--- src/rtl/funnel_ctrl_n.sv ---
// Funnel controller: splits each target beat into DEPTH/lanes initiator phases with a bit-reversed phase select.
// Optional FUNNEL_CTRL_STALL_CNT_EN adds a saturating stall_cnt output.
module funnel_ctrl_n #(
    parameter int                N_INIT   = 4,
    parameter int                DEPTH    = 8,
    parameter int                MODE_W   = 8,
    parameter logic [MODE_W-1:0] MODE_RST = MODE_W'(2),
    localparam int               SEL_W    = $clog2(DEPTH)
) (
    input  logic              clk,
    input  logic              reset,
    input  logic              t_0_req,
    output logic              t_0_ack,
    input  logic              t_cfg_req,
    input  logic [MODE_W-1:0] t_cfg_data,
    output logic              t_cfg_ack,
    output logic [N_INIT-1:0] i_req,
    input  logic [N_INIT-1:0] i_ack,
    output logic [SEL_W-1:0]  sel,
    output logic [MODE_W-1:0] mode_q,
    output logic              busy
`ifdef FUNNEL_CTRL_STALL_CNT_EN
    ,
    output logic [15:0]       stall_cnt
`endif
);

    // state_q | meaning
    // 0       | frame boundary; config may be accepted while t_0_req is low
    // nonzero | mid-frame; index of the next phase to issue
    logic [SEL_W-1:0]  state_q, state_d, state_nxt;
    logic [MODE_W-1:0] mode_d;
    logic              busy_q, busy_d;
    logic [2:0]        k;
    logic [31:0]       lanes;
    logic              valid;
    logic [N_INIT-1:0] lane_mask;
    logic              all_ack, progress, last, cfg_accept;

    always_comb begin
        k         = mode_q[2:0];
        lanes     = 32'd1 << k;
        valid     = (lanes <= 32'(N_INIT));
        lane_mask = '0;
        for (int j = 0; j < N_INIT; j++) begin
            lane_mask[j] = (32'(j) < lanes);
        end
        all_ack    = &(i_ack | ~lane_mask);
        progress   = t_0_req & valid & all_ack;
        // Truncation to SEL_W bits is the mod-DEPTH wrap; lanes == DEPTH adds zero.
        state_nxt  = state_q + SEL_W'(lanes);
        last       = (state_nxt == '0);
        t_0_ack    = progress & last;
        i_req      = (t_0_req & valid) ? lane_mask : '0;
        t_cfg_ack  = (state_q == '0) & ~t_0_req;
        cfg_accept = t_cfg_req & t_cfg_ack;
        state_d    = progress ? state_nxt : state_q;
        mode_d     = cfg_accept ? t_cfg_data : mode_q;
        busy_d     = (state_d != '0);
    end

    always_comb begin
        sel = '0;
        for (int b = 0; b < SEL_W; b++) begin
            sel[b] = state_q[SEL_W-1-b];
        end
    end

    always_ff @(posedge clk) begin
        if (reset) begin
            state_q <= '0;
            mode_q  <= MODE_RST;
            busy_q  <= 1'b0;
        end else begin
            state_q <= state_d;
            mode_q  <= mode_d;
            busy_q  <= busy_d;
        end
    end

    assign busy = busy_q;

`ifdef FUNNEL_CTRL_STALL_CNT_EN
    logic [15:0] stall_cnt_q, stall_cnt_d;

    always_comb begin
        stall_cnt_d = stall_cnt_q;
        if (cfg_accept) begin
            stall_cnt_d = '0;
        end else if (t_0_req && valid && !all_ack && stall_cnt_q != 16'hFFFF) begin
            stall_cnt_d = stall_cnt_q + 16'd1;
        end
    end

    always_ff @(posedge clk) begin
        if (reset) begin
            stall_cnt_q <= '0;
        end else begin
            stall_cnt_q <= stall_cnt_d;
        end
    end

    assign stall_cnt = stall_cnt_q;
`endif

endmodule

--- config.mk ---
export PLATFORM = sky130hd
export DESIGN_NAME = funnel_ctrl_n
export DESIGN_NICKNAME = d
export VERILOG_FILES = /design/src/rtl/funnel_ctrl_n.sv
export SDC_FILE = /design/constraint.sdc
export NUM_CORES = 1
export LEC_CHECK = 0
export ABC_AREA = 1
export CAP_MARGIN = 20
export CORE_MARGIN = 2
export CORE_UTILIZATION = 28
export DETAILED_ROUTE_END_ITERATION = 10
export GPL_TIMING_DRIVEN = 0
export PLACE_DENSITY_LB_ADDON = 0.05
export SLEW_MARGIN = 20
export SYNTH_ARGS = -nofsm -noshare
export SYNTH_HDL_FRONTEND = slang
export SYNTH_SLANG_ARGS = --single-unit
export TNS_END_PERCENT = 30
--- constraint.sdc ---
create_clock -name clk -period 1.8 [get_ports clk]
set_input_delay 0.18 -clock clk [delete_from_list [all_inputs] [get_ports clk]]
set_output_delay 0.18 -clock clk [all_outputs]
set_load 0.02 [all_outputs]
==> flow_metrics.py, run 1 <==
metrics = {
    "worst_setup_path": {
        "worst-path-max-fanout": 4,
        "required_ns": 1.62,
        "worstSetupPathType": "reg2out",
        "rrSetupSlack_ns": 0.13,
        "crit_path_start_kind": "flip-flop",
        "cp-end-kind": "output pin",
        "cp_data_arrival_time_ns": 1.84,
    },
    "pwr": {
        "power_frac_seq_pct": 37.9,
        "vdd.ir_drop.worst_mv": 0.5288,
        "p_leak_nw": 0.5522,
        "power.total_mw": 0.7693,
        "internal_power_mw": 0.5279,
        "swShare_pct": 31.37,
        "power_frac_clock_pct": 27.7,
        "pwr-share-comb_pct": 34.4,
        "powerDensity_nw_per_um2": 640.4,
        "switchingPower_mw": 0.2413,
    },
    "finish": {
        "fill_cells": 243,
        "register_area_um2": 251.5,
        "area.growth.synth_to_final_pct": 75.82,
        "final_area_um2": 1201,
        "multi_input_area_um2": 410.4,
        "diodes": 0,
        "layout_commonest_cell": "clkdlybuf4s50_1",
        "layout_common_cells": "clkdlybuf4s50_1 (28), nand2_1 (19), inv_1 (11), a21oi_1 (10), dfxtp_1 (9)",
        "layout.nets": 156,
        "layout-drive-gt1-share_pct": 35.04,
        "fin_util_pct": 53.27,
        "layout.cells.non_filler": 165,
    },
    "placement": {
        "place_ws_ns": -0.5629,
        "dp.cells": 153,
        "port_buffers": 33,
        "gp_congestion": 0.8077,
        "post-dp-hpwl_um": 1326,
        "place_area_um2": 1072,
    },
    "clock_tree": {
        "hold_buffers": 0,
        "numCtsBuffers": 3,
        "htreeDepth": 1,
        "cts_tree": "done",
        "insertion_delay_ns": 0.27,
        "cts-root-buf": "clkbuf_4",
        "cts_buffer_depth": 2,
        "clock-sinks": 12,
        "clk_pin_slew_ns": 0.08,
    },
    "synth": {
        "synth.cell_area_um2": 683.2,
        "yosys_warnings": 0,
        "syn_inst": 92,
        "synth_compound_area_share_pct": 13.19,
        "seq_area_frac_synth_pct": 35.16,
        "synthMuxAreaShare_pct": 0,
        "mappedNetlistNets": 110,
        "synth-seq-cells": 12,
        "synth-adder-area-share_pct": 4.762,
        "synth_xor_area_share_pct": 0,
        "syn_avg_cell_area_um2": 7.426,
        "synthSimpleGateAreaFrac_pct": 36.26,
        "synth_top_family_by_area": "simple AND/OR/NAND/NOR gates",
        "synthDistinctLibCells": 17,
    },
    "sta": {
        "finalWorstSetupSlack_ns": -0.2187,
        "slew_violations": 0,
        "worst_slew_pin_slew_ns": 0.2432,
        "period_needed_ns": 2.019,
        "fmax_mhz": 495.4,
        "tns_ns": -0.2187,
        "relSlewSlack_pct": 83.74,
        "skew_ns": 0.003050,
        "hold_violations": 0,
        "setup_viol": 1,
        "finalHoldWorstSlack_ns": 0.4578,
        "rsz0062_at_grt": "true",
        "post-route-period-util_pct": 112.1,
    },
    "global_routing": {
        "antenna_found_initial": 0,
        "grt_pass1_vias": 708,
        "grt_max_degree": 11,
        "grt_overflow": 0,
        "grt_pass1_wl_um": 2822,
        "grtUsageTotal_pct": 13.60,
    },
    "hold_path": {
        "min_path_type": "in2reg",
    },
    "detailed_routing": {
        "drtIter0Drc": 3,
        "vias": 710,
        "drtAntennaViolNets": 0,
        "firstDrtPassIters": 3,
        "drc": 0,
        "wire_per_inst_um": 10.11,
        "drt-total-wl_um": 1668,
        "via_per_inst": 4.303,
    },
    "floorplan": {
        "die_x_um": 53.40,
        "io_pins": 34,
        "coreArea_um2": 2255,
        "die-area_um2": 2851,
        "die_h_um": 53.40,
        "start_util_pct": 30.30,
        "rows": 17,
    },
    "run": {
        "drv_cap": 0,
    },
    "run_status": {
        "violations": "negative setup slack",
        "outcome": "finished, violations left",
    },
}
[path summary, 6_finish.rpt]
check | startpoint | depth (start not counted) | endpoint
min | t_cfg_data[7] | 3 | mode_q[7]
min reg2reg | mode_q[5] | 2 | mode_q[5]
max reg2reg | mode_q[1] | 13 | busy
max | mode_q[1] | 13 | t_0_ack
[final cells by class]
type / count / share of cell area [%]
clock buffers: 4 / 3.021
well taps: 28 / 2.917
flip-flops and latches: 12 / 20.94
multi-input cells: 61 / 34.17
inverters: 19 / 6.458
repair buffers: 41 / 32.50
[registers in the layout, indices dropped and copies added (netlist names)]
name and count:
busy 1, mode_q 8, state_q 3
[power groups by stage]
| stage | Clock [mW] | Combinational (mW) | Sequential [mW] |
|---|---|---|---|
| global placement | 0 | 0.238 | 0.300 |
| floorplan | 0 | 0.112 | 0.319 |
| finish | 0.213 | 0.265 | 0.291 |
| detailed placement | 0 | 0.240 | 0.301 |
| global route | 0.229 | 0.290 | 0.293 |
| CTS | 0.223 | 0.260 | 0.290 |
[cells in the mapped netlist (all sizes together)]
library cell  count  area [um^2]
a21oi            12        75.08
clkinv            1        5.000
dfxtp            12        240.2
fa                1        20.02
ha                1        12.51
inv              18        67.56
nand2            28        130.1
nand3            10        80.08
nor2              6        37.53
o21ai             3        15.01
[timing repair]
item                       in CTS  in global routing
setup endpoints to repair       6                  2
hold endpoints to repair        0                  0
buffers inserted                7                  1
resized for setup              16                  5
pin swaps                       4                  4
[per-layer routing]
| layer | GRT usage, % | wire length (um) | up-vias |
|---|---|---|---|
| li1 | - | - | 380 |
| met1 | 14.78 | 665 | 307 |
| met2 | 24.69 | 893 | 21 |
| met3 | 4.520 | 99 | 2 |
| met4 | 3.846 | 10 | 0 |
| met5 | 0 | 0 | - |
[kinds of logic (layout without fill, tap and decap cells)]
group / after synthesis / count (layout)
buf+inv: 19 / 64
fa+ha+maj: 2 / 2
flops: 12 / 12
compound gates: 15 / 15
simple gates: 44 / 44
[critical path, cell delays in order (launching register included)]
cell and delay (ns):
dfxtp_4 0.36, inv_4 0.04, nand2_4 0.07, inv_4 0.04, ha_4 0.15, fa_2 0.33
inv_1 0.06, nand2_1 0.06, nand2_1 0.06, nand2_1 0.06, nand2_2 0.09, nand2_2 0.07
nor2_4 0.08, buf_6 0.11
Power figures use the tool's default switching activity.
==> run 2, diff against run 1 <==
--- a/config.mk
+++ b/config.mk
@@ -12,2 +12,3 @@
 export DETAILED_ROUTE_END_ITERATION = 10
+export GPL_ROUTABILITY_DRIVEN = 0
 export GPL_TIMING_DRIVEN = 0
==> constraint.sdc (replaced) <==
create_clock -name clk -period 1.8 [get_ports clk]
set_input_delay 0.36 -clock clk [delete_from_list [all_inputs] [get_ports clk]]
set_output_delay 0.36 -clock clk [all_outputs]
set_load 0.02 [all_outputs]
==> flow_metrics.py, run 2 (synthesized netlist as in run 1, its figures left out) <==
metrics = {
    "run_status": {
        "outcome": "finished, violations left",
        "violations": "negative setup slack",
    },
    "sta": {
        "finalWorstSetupSlack_ns": -0.4202,
        "skew_ns": 0.01101,
        "rsz0062_at_grt": "true",
        "post-route-period-util_pct": 123.3,
        "fmax_mhz": 450.4,
        "hold_violations": 0,
        "relSlewSlack_pct": 82.66,
        "period_needed_ns": 2.220,
        "setup_viol": 1,
        "slew_violations": 0,
        "finalHoldWorstSlack_ns": 0.4662,
        "worst_slew_pin_slew_ns": 0.2594,
    },
    "floorplan": {
        "coreArea_um2": 2255,
        "io_pins": 34,
        "die-area_um2": 2851,
        "die_x_um": 53.40,
        "die_h_um": 53.40,
        "start_util_pct": 30.30,
        "rows": 17,
    },
    "placement": {
        "place_area_um2": 1090,
        "place_ws_ns": -0.6913,
        "post-dp-hpwl_um": 1338,
        "port_buffers": 33,
    },
    "pwr": {
        "powerDensity_nw_per_um2": 624.5,
        "p_leak_nw": 0.5196,
        "pwr-share-comb_pct": 35.1,
        "swShare_pct": 32.86,
        "power_frac_seq_pct": 40.8,
        "vdd.ir_drop.worst_mv": 0.4218,
        "switchingPower_mw": 0.2352,
        "power_frac_clock_pct": 24.1,
        "power.total_mw": 0.7157,
        "internal_power_mw": 0.4806,
    },
    "finish": {
        "top_register": "mode_q",
        "final_area_um2": 1146,
        "layout_common_cells": "clkdlybuf4s50_1 (27), nand2_1 (19), inv_1 (11), a21oi_1 (10), dfxtp_1 (9)",
        "register_area_um2": 251.5,
        "fin_util_pct": 50.83,
        "layout-drive-gt1-share_pct": 35.34,
        "layout_commonest_cell": "clkdlybuf4s50_1",
        "layout.nets": 152,
        "multi_input_area_um2": 410.4,
        "area.growth.synth_to_final_pct": 67.77,
        "fill_cells": 249,
        "diodes": 0,
        "largest_reg_flops": 8,
    },
    "clock_tree": {
        "cts-root-buf": "clkbuf_4",
        "numCtsBuffers": 3,
        "insertion_delay_ns": 0.28,
        "clock-sinks": 12,
        "cts_buffer_depth": 2,
        "htreeDepth": 1,
        "cts_tree": "done",
        "clk_pin_slew_ns": 0.08,
    },
    "detailed_routing": {
        "vias": 682,
        "drt-total-wl_um": 1587,
        "wl_met2_um": 800,
        "highest_layer": "met4",
        "drtIter0Drc": 6,
        "via_per_inst": 4.236,
        "drc": 0,
        "firstDrtPassIters": 5,
        "wire_per_inst_um": 9.857,
        "wl_met3_um": 98,
        "wl_met1_um": 648,
        "drtAntennaViolNets": 0,
    },
    "global_routing": {
        "grt_max_degree": 11,
        "grt_overflow": 0,
        "antenna_found_initial": 0,
        "grt_pass1_wl_um": 2525,
        "grt_pass1_vias": 601,
        "grtUsageTotal_pct": 12.93,
    },
    "worst_setup_path": {
        "cp_data_arrival_time_ns": 1.86,
        "path_buf_inv": 4,
        "crit_top_cell": "nand2_1",
        "worst-path-max-fanout": 5,
        "crit_path_start_kind": "flip-flop",
        "cp_top_family": "simple AND/OR/NAND/NOR gates",
        "path_cells": "inv_6, nand2_4, inv_4, ha_4, fa_2, inv_1, nand2_1, nand2_1, nand2_1, nand2_2, nand2_2, nor2_4, buf_6",
        "worst_path_max_delay_cell": "dfxtp_4",
        "worstSetupPathType": "reg2out",
        "required_ns": 1.44,
        "max_stage_delay_ns": 0.38,
        "cp-end-kind": "output pin",
    },
    "run": {
        "drv_cap": 0,
    },
    "hold_path": {
        "min_path_type": "reg2reg",
    },
}
==> run 2: what timing repair did <==
item                       4_1_cts  5_1_grt
gates resized for setup         26        3
setup endpoints to repair        7        5
hold buffers                     0        0
pin swaps                        3        3
setup buffers                    2        2
==> run 2: area by class of cell <==
cell class                 instances  share of cell area [%]
multi-input combinational         61                   35.81
clock buffer                       4                   2.293
inverter                          19                   6.987
timing repair buffer              37                   29.91
tap                               28                   3.057
sequential                        12                   21.94
==> run 2: power groups by stage <==
stage / Combinational, mW / Clock [mW] / Sequential (mW)
floorplan: 0.116 / 0 / 0.319
global placement: 0.242 / 0 / 0.301
detailed placement: 0.244 / 0 / 0.301
CTS: 0.250 / 0.180 / 0.293
global route: 0.276 / 0.193 / 0.294
finish: 0.251 / 0.173 / 0.292
==> run 2: stage by stage <==
stage                     std cells  TNS [ns]
after floorplan                  92   -0.1037
after global placement          153    -2.087
after detailed placement        153    -2.202
after CTS                       159   -0.4419
after global routing            161   -0.5341
final                           161   -0.4202
==> run 2: worst paths after layout <==
kind                  start         to  slack (ns)  depth (start not counted)
setup / recovery  mode_q[1]    t_0_ack       -0.42                         13
hold / removal    mode_q[4]  mode_q[4]        0.47                          2
setup reg to reg  mode_q[1]       busy        0.11                         13
hold reg to reg   mode_q[4]  mode_q[4]        0.47                          2
==> run 2: tightest hold or removal path, delay by kind of cell (launching register included) <==
family | cells | cell delay (ns)
compound gates | 1 | 0.05
simple gates | 1 | 0.06
flops | 1 | 0.31
==> run 2: routing by layer <==
layer | vias up | global-route usage [%]
met5 | - | 0
met3 | 5 | 3.955
met4 | 0 | 8.974
met2 | 21 | 21.60
met1 | 285 | 13.68
li1 | 371 | -
